`config.mk`:
```
export PLATFORM = sky130hd
export DESIGN_NAME = light_nlvl_dimmer
export DESIGN_NICKNAME = d
export VERILOG_FILES = /design/src/rtl/light_pkg.sv /design/src/rtl/btn_debounce.sv /design/src/rtl/light_nlvl_dimmer.sv
export SDC_FILE = /design/constraint.sdc
export NUM_CORES = 1
export LEC_CHECK = 0
export ABC_AREA = 0
export BUFFER_PORTS_ARGS = -buffer_cell sky130_fd_sc_hd__clkbuf_2
export CORE_ASPECT_RATIO = 2
export CORE_MARGIN = 2
export CORE_UTILIZATION = 30
export DETAILED_ROUTE_END_ITERATION = 6
export PLACE_DENSITY_LB_ADDON = 0.25
export SLEW_MARGIN = 20
export SYNTH_ARGS = -nofsm -noshare
export SYNTH_HDL_FRONTEND = slang
export SYNTH_HIERARCHICAL = 1
export SYNTH_SLANG_ARGS = --single-unit
```
`constraint.sdc`:
```
create_clock -name clk -period 1.95 [get_ports clk]
set_input_delay 0.39 -clock clk [delete_from_list [all_inputs] [get_ports clk]]
set_output_delay 0.39 -clock clk [all_outputs]
set_load 0.1 [all_outputs]
```
`src/rtl/light_pkg.sv`:
```
// Shared defaults and helpers for the N-level light dimmer.
package light_pkg;

  localparam int unsigned LEVELS_DEF     = 4;
  localparam int unsigned DEB_CYCLES_DEF = 4;
  localparam int unsigned THERM_MAX      = 32;

  typedef enum logic [1:0] {
    STEP_HOLD = 2'd0,
    STEP_UP   = 2'd1,
    STEP_DOWN = 2'd2
  } step_e;

  // Bit i set when lvl > i; callers size-cast to their bus width.
  function automatic logic [THERM_MAX-1:0] level_to_therm(input logic [31:0] lvl);
    logic [THERM_MAX-1:0] t;
    t = '0;
    for (int unsigned i = 0; i < THERM_MAX; i++) begin
      t[i] = (lvl > i);
    end
    return t;
  endfunction

endpackage

```
`src/rtl/btn_debounce.sv`:
```
// Two-flop synchroniser, counting debouncer and rising-edge press pulse
// for one raw push-button.
module btn_debounce
  import light_pkg::*;
#(
  parameter int unsigned DEB_CYCLES = DEB_CYCLES_DEF
) (
  input  logic clk,
  input  logic reset,
  input  logic raw,
  output logic deb,
  output logic press
);

  localparam int unsigned CW = (DEB_CYCLES > 1) ? $clog2(DEB_CYCLES) : 1;

  logic          s1;
  logic          s2;
  logic          deb_q;
  logic [CW-1:0] cnt;

  always_ff @(posedge clk or posedge reset) begin
    if (reset) begin
      s1    <= 1'b0;
      s2    <= 1'b0;
      deb   <= 1'b0;
      deb_q <= 1'b0;
      cnt   <= '0;
    end else begin
      s1    <= raw;
      s2    <= s1;
      deb_q <= deb;
      if (s2 == deb) begin
        cnt <= '0;
      end else if (cnt == CW'(DEB_CYCLES - 1)) begin
        cnt <= '0;
        deb <= s2;
      end else begin
        cnt <= cnt + CW'(1);
      end
    end
  end

  assign press = deb & ~deb_q;

endmodule

```
`src/rtl/light_nlvl_dimmer.sv`:
```
// N-level light controller: debounced up/down buttons step a saturating
// level, shown as binary, thermometer and PWM, with optional hold-to-repeat.
module light_nlvl_dimmer
  import light_pkg::*;
#(
  parameter int unsigned LEVELS        = LEVELS_DEF,
  parameter int unsigned DEB_CYCLES    = DEB_CYCLES_DEF,
  parameter int unsigned REPEAT_CYCLES = 0,
  parameter int unsigned LW            = $clog2(LEVELS + 1)
) (
  input  logic              clk,
  input  logic              reset,
  input  logic              btn_up,
  input  logic              btn_down,
  output logic [LW-1:0]     level,
  output logic [LEVELS-1:0] light,
  output logic              pwm_out,
  output logic              at_max,
  output logic              at_min
);

  localparam int unsigned PW = $clog2(LEVELS);

  logic  up_deb, up_press, dn_deb, dn_press;
  logic  up_rpt, dn_rpt;
  logic  up_ev, dn_ev;
  step_e step;

  btn_debounce #(.DEB_CYCLES(DEB_CYCLES)) u_deb_up (
    .clk   (clk),
    .reset (reset),
    .raw   (btn_up),
    .deb   (up_deb),
    .press (up_press)
  );

  btn_debounce #(.DEB_CYCLES(DEB_CYCLES)) u_deb_down (
    .clk   (clk),
    .reset (reset),
    .raw   (btn_down),
    .deb   (dn_deb),
    .press (dn_press)
  );

  generate
    if (REPEAT_CYCLES > 0) begin : g_rpt
      localparam int unsigned RW = (REPEAT_CYCLES > 1) ? $clog2(REPEAT_CYCLES) : 1;
      logic [RW-1:0] rpt_cnt;
      logic          rpt_active;
      logic          alone;
      logic          tick;

      assign alone = up_deb ^ dn_deb;
      assign tick  = rpt_active & alone & ~(up_press | dn_press) &
                     (rpt_cnt == RW'(REPEAT_CYCLES - 1));

      // Armed only by a press with one button alone; both-held or release disarms.
      always_ff @(posedge clk or posedge reset) begin
        if (reset) begin
          rpt_cnt    <= '0;
          rpt_active <= 1'b0;
        end else if (!alone) begin
          rpt_cnt    <= '0;
          rpt_active <= 1'b0;
        end else if (up_press | dn_press) begin
          rpt_cnt    <= '0;
          rpt_active <= 1'b1;
        end else if (rpt_active) begin
          rpt_cnt <= tick ? '0 : rpt_cnt + RW'(1);
        end
      end

      assign up_rpt = tick & up_deb;
      assign dn_rpt = tick & dn_deb;
    end else begin : g_no_rpt
      assign up_rpt = 1'b0;
      assign dn_rpt = 1'b0;
    end
  endgenerate

  assign up_ev = up_press | up_rpt;
  assign dn_ev = dn_press | dn_rpt;

  always_comb begin
    step = STEP_HOLD;
    if (up_ev && !dn_ev && (level != LW'(LEVELS))) begin
      step = STEP_UP;
    end else if (dn_ev && !up_ev && (level != '0)) begin
      step = STEP_DOWN;
    end
  end

  always_ff @(posedge clk or posedge reset) begin
    if (reset) begin
      level <= '0;
    end else begin
      case (step)
        STEP_UP:   level <= level + LW'(1);
        STEP_DOWN: level <= level - LW'(1);
        default:   level <= level;
      endcase
    end
  end

  logic [PW-1:0] pwm_cnt;

  always_ff @(posedge clk or posedge reset) begin
    if (reset) begin
      pwm_cnt <= '0;
      pwm_out <= 1'b0;
    end else begin
      pwm_cnt <= (pwm_cnt == PW'(LEVELS - 1)) ? '0 : pwm_cnt + PW'(1);
      pwm_out <= (LW'(pwm_cnt) < level);
    end
  end

  assign light  = LEVELS'(level_to_therm(32'(level)));
  assign at_max = (level == LW'(LEVELS));
  assign at_min = (level == '0);

endmodule

```
# Yosys cells after proc, flatten, opt, wreduce, memory -nomap -nowiden
# Cells that the tools add are included.
[totals]
out_inout_bits = 10
inputBits = 4
regBits = 18
wordCells = 57
[op_classes]
n_mux = 8
n_bitwise = 6
n_eq_ne = 9
n_addsub = 5
n_reduce_logical = 11
n_lt_le_gt_ge = 5
[ops]
columns = ["op", "count"]
rows = [
  ["$mux 2", 7],
  ["$eq 2x2->1 const B", 4],
  ["$add 2x1->2 const B", 3],
  ["$gt 3x1->1 const B", 2],
  ["$gt 3x2->1 const B", 2],
  ["$pmux 3 s2", 1],
  ["$logic_and 1x1->1", 4],
  ["$not 1->1", 4],
  ["$reduce_and 2->1", 2],
  ["$add 3x1->3 const B", 1],
  ["$eq 3x3->1 const B", 1],
  ["$logic_not 3->1", 1],
  ["$lt 2x3->1", 1],
  ["$ne 3x3->1 const B", 1],
  ["$reduce_bool 3->1", 1],
  ["$sub 3x1->3 const B", 1],
  ["$and 1x1->1", 2],
  ["$eq 1x1->1", 2],
  ["$eq 2x1->1 const B", 1],
  ["$logic_not 1->1", 2],
  ["$reduce_bool 2->1", 1],
]

# Depth between registers and ports, before layout
[depth]
word_depth = 9
mapped_depth = 6
depth_no_buf = 5

# Modules after synthesis
# The synthesis kept the hierarchy.
[by_module_without_submodules]
columns = ["mod", "cells_each", "seq_area_each_um2", "n_inst", "area_each_um2"]
rows = [
  ["light_nlvl_dimmer", 53, 150.1, 1, 471.7],
  ["btn_debounce", 13, 150.1, 2, 209.0],
]

# Worst setup path before layout
# No wires, ideal clock.
[synth_path]
kind = "reg2out"
start = "reg level[1]"
end = "out light[1]"
n_path_buf = 0
slack_ns = -2.042
path_stages_with_launch = 4
arrival_time_ns = 3.602
t_required_ns = 1.560
path_cell_list = "dfrtp_1 inv_1 ha_1 o21ai_0"
[synth_between]
elab_chain_len = 1
[synth_rtl]
columns = ["element", "line_no", "source"]
rows = [
  ["from (decl)", "light_nlvl_dimmer.sv:15", "output logic [LW-1:0] level,"],
  ["from (signal assigned)", "light_nlvl_dimmer.sv:98", "STEP_UP: level <= level + LW'(1);"],
  ["from (signal assigned)", "light_nlvl_dimmer.sv:99", "STEP_DOWN: level <= level - LW'(1);"],
  ["from (signal assigned)", "light_nlvl_dimmer.sv:100", "default: level <= level;"],
  ["$gt 3x1->1", "light_pkg.sv:19", "t[i] = (lvl > i);"],
  ["to (decl)", "light_nlvl_dimmer.sv:16", "output logic [LEVELS-1:0] light,"],
]
# No other way between the ends.

# Worst setup path after layout
[layout_path]
start = "reg level[1]"
end = "out at_max"
[layout_between]
elab_chain_len = 1
[layout_rtl]
columns = ["element", "line_no", "source"]
rows = [
  ["$eq 3x3->1", "light_nlvl_dimmer.sv:118", "assign at_max = (level == LW'(LEVELS));"],
  ["to (decl)", "light_nlvl_dimmer.sv:18", "output logic at_max,"],
]
# No other way between the ends.

==> results.tsv <==
stage	metric	value	unit
status	status	finished, final reports clean	
worst_setup_path	R2R Setup Slk	0.40	ns
clock_network	TritonCTS clock tree	yes	
sta	Max-Slew Margin vs Limit	0.636	
place	Cell Count Post-Placement	121	
yosys	top-area cell type share of the netlist area	0.506	
clock_network	worst skew pair latency	0.25	ns
clock_network	H-tree levels	1	
sta	crit share post-route	0.958	
die	Die Area	3440	µm²
detailed_routing	DR WL/cell	12.0	µm
yosys	synth top area cells	dfrtp_1 (51%), ha_1 (14%), inv_1 (3.8%)	
die	FP Rows	28	
worst_setup_path	CP arrival	1.48	ns
clock_network	Root Buffer	clkbuf_8	
yosys	count of warnings emitted by yosys	6	
yosys	cell accounting for the most synthesized area	dfrtp_1	
worst_setup_path	worst reg2reg endpoint	level[1]$_DFFE_PP0P_	
layout	commonest non-fill, non-tap cell in the layout	dfrtp_1	
sta	Max Fclk	0.535	GHz
worst_setup_path	crit-path max cell delay	0.53	ns
place	GPL Wtd Cong	0.729	
worst_setup_path	crit path cell chain	inv_4 -> ha_4 -> and2_2 -> buf_12	
detailed_routing	DRC	0	
worst_setup_path	CP Max Fanout	9	
place	Final HPWL DP	1.24	mm
global_route	largest net degree at the start of global routing	11	
worst_setup_path	startpoint types	register	
clock_network	Num CTS Buffers	3	
sta	setup TNS	0	ns
layout	nets	112	
layout	Ant. Diodes	0	
global_route	Congestion Overflow GR	0	
die	initial core utilization	0.306	
worst_setup_path	Slowest-stage cell, CP	dfrtp_4	
yosys	Mapped Cells	79	
layout	layout cells sized above 1	0.371	
worst_setup_path	RR Startpoint	level[1]$_DFFE_PP0P_	
flow_run	Max-Cap Viols	0	
sta	unrepaired setup endpoints after global routing	false	
sta	Slew @ Worst Pin	0.548	ns
die	core footprint	2910	µm²
clock_network	Max clock buf depth	2	
sta	Setup Viol. Count Final	0	
sta	Final Skew	0.000922	ns
sta	Max Slew Vio Count	0	
hold_path	Hold Crit Class	input port to async pin	
worst_setup_path	number of buffers and inverters on the critical path	2	
sta	Final min period	1.87	ns
yosys	sequential area share after synthesis	0.506	
worst_setup_path	WP data required	1.56	ns
detailed_routing	Antenna Violating Nets Remaining	0	
worst_setup_path	CP Capture Type	output pin	
worst_setup_path	type of the worst setup path	register to output pin	
layout	layout overhead on the synthesized area	38.8	%
global_route	Global Route Usage Sum	0.103	
die	Die X	42.5	µm
yosys	Distinct cells, synth	21	
die	die height	81.0	µm
detailed_routing	TritonRoute pass-1 iters	2	
layout	commonest non-fill, non-tap cells in the layout	dfrtp_1 (15), ha_1 (8), clkbuf_2 (7)	
detailed_routing	drt initial violations	15	
yosys	Net Count, Synth	93	
layout	fin cells	127	
global_route	initial antenna violation count	0	
worst_setup_path	CP delay by family, top	flip-flops	
detailed_routing	Vias	609	
place	number of port buffers	13	
die	IO Pins	14	
yosys	number of synthesized register bits	18	
worst_setup_path	r2r worst-path depth	5	
yosys	Mean Syn Cell Area	11.3	µm²
detailed_routing	Routed WL	1.52	mm
yosys	synthesized area	890	µm²
detailed_routing	Via density	4.80	
global_route	global-route wire length before repair	2.70	mm
sta	final hold vios	0	
clock_network	clk sinks	18	
global_route	vias in the first global route	624	
layout	Core Util, Final	0.425	
clock_network	CTS clk-pin slew, worst paths	0.06	ns
-- flip-flops by register name, indices dropped and copies added, names as in the netlist, 2 cells and up --
signal	count
pwm_cnt	2
u_deb_down/cnt	2
u_deb_up/cnt	2
level	3
-- worst max path at each step --
stage / slack, ns / from / to / cells after the start
floorplan: -0.13 / level[2]$_DFFE_PP0P_ / light[3] / 4
global placement: 0.23 / level[1]$_DFFE_PP0P_ / at_max / 4
detailed placement: 0.21 / level[1]$_DFFE_PP0P_ / at_max / 4
CTS: 0.006 / level[2]$_DFFE_PP0P_ / light[3] / 4
global route: 0.01 / level[0]$_DFFE_PP0P_ / at_max / 4
finish: 0.08 / level[1]$_DFFE_PP0P_ / at_max / 4
-- synth_stat cells --
cell type,number
nor4_1,1
a21oi_1,5
nand3b_1,2
o21a_1,1
or3b_1,2
dfrtp_1,18
nor2b_1,4
o221ai_1,1
nor4b_1,1
nor3_2,2
buf_4,1
mux2_1,2
xor2_1,2
buf_6,1
o21ai_0,5
nand2_1,3
xnor2_1,3
nor2_1,5
ha_1,10
and2_1,1
inv_1,9
-- area by class of cell --
| cell class | count | area, µm² |
|---|---|---|
| well taps | 30 | 37.5 |
| clock buffers | 4 | 55.1 |
| inverters | 9 | 43.8 |
| fillers | 278 | 1670 |
| repair buffers | 16 | 178 |
| multi-input cells | 50 | 459 |
| flip-flops and latches | 18 | 462 |
-- stage by stage --
step	hold WS (ns)	setup WS, ns	cell area (µm²)
4_1_cts	0.0422	0.00595	1220
5_1_grt	0.0562	0.0140	1230
6_report	0.0398	0.0815	1230
2_1_floorplan	0.181	-0.133	975
3_3_place_gp	0.315	0.230	1150
3_5_place_dp	0.317	0.214	1150
-- what timing repair did --
item                       in CTS  in global routing
hold endpoints to repair        0                  0
pin swaps                       0                  1
cloned                          0                  0
buffers inserted                0                  2
hold buffers                    0                  0
gates resized for setup         1                  1
setup endpoints to repair       2                  2
-- cell families (layout without fill, tap and decap cells) --
family          count (synthesis)  after routing  share of synthesized area
fa+ha+maj                      10             10                      0.141
simple gates                   21             21                      0.145
mux                             2              2                     0.0253
xor+xnor                        5              5                     0.0492
compound gates                 12             12                     0.0745
buf+inv                        11             29                     0.0591
flops                          18             18                      0.506
-- metal layers --
| layer | share of wire | track usage |
|---|---|---|
| met3 | 0.028 | 0.0133 |
| met5 | 0 | 0 |
| met4 | 0.015 | 0.0469 |
| met1 | 0.35 | 0.0968 |
| met2 | 0.60 | 0.208 |
Power is left out: the tool's default activity adds up to more than one toggle a clock period on the data nets, which glitch-free logic cannot reach.
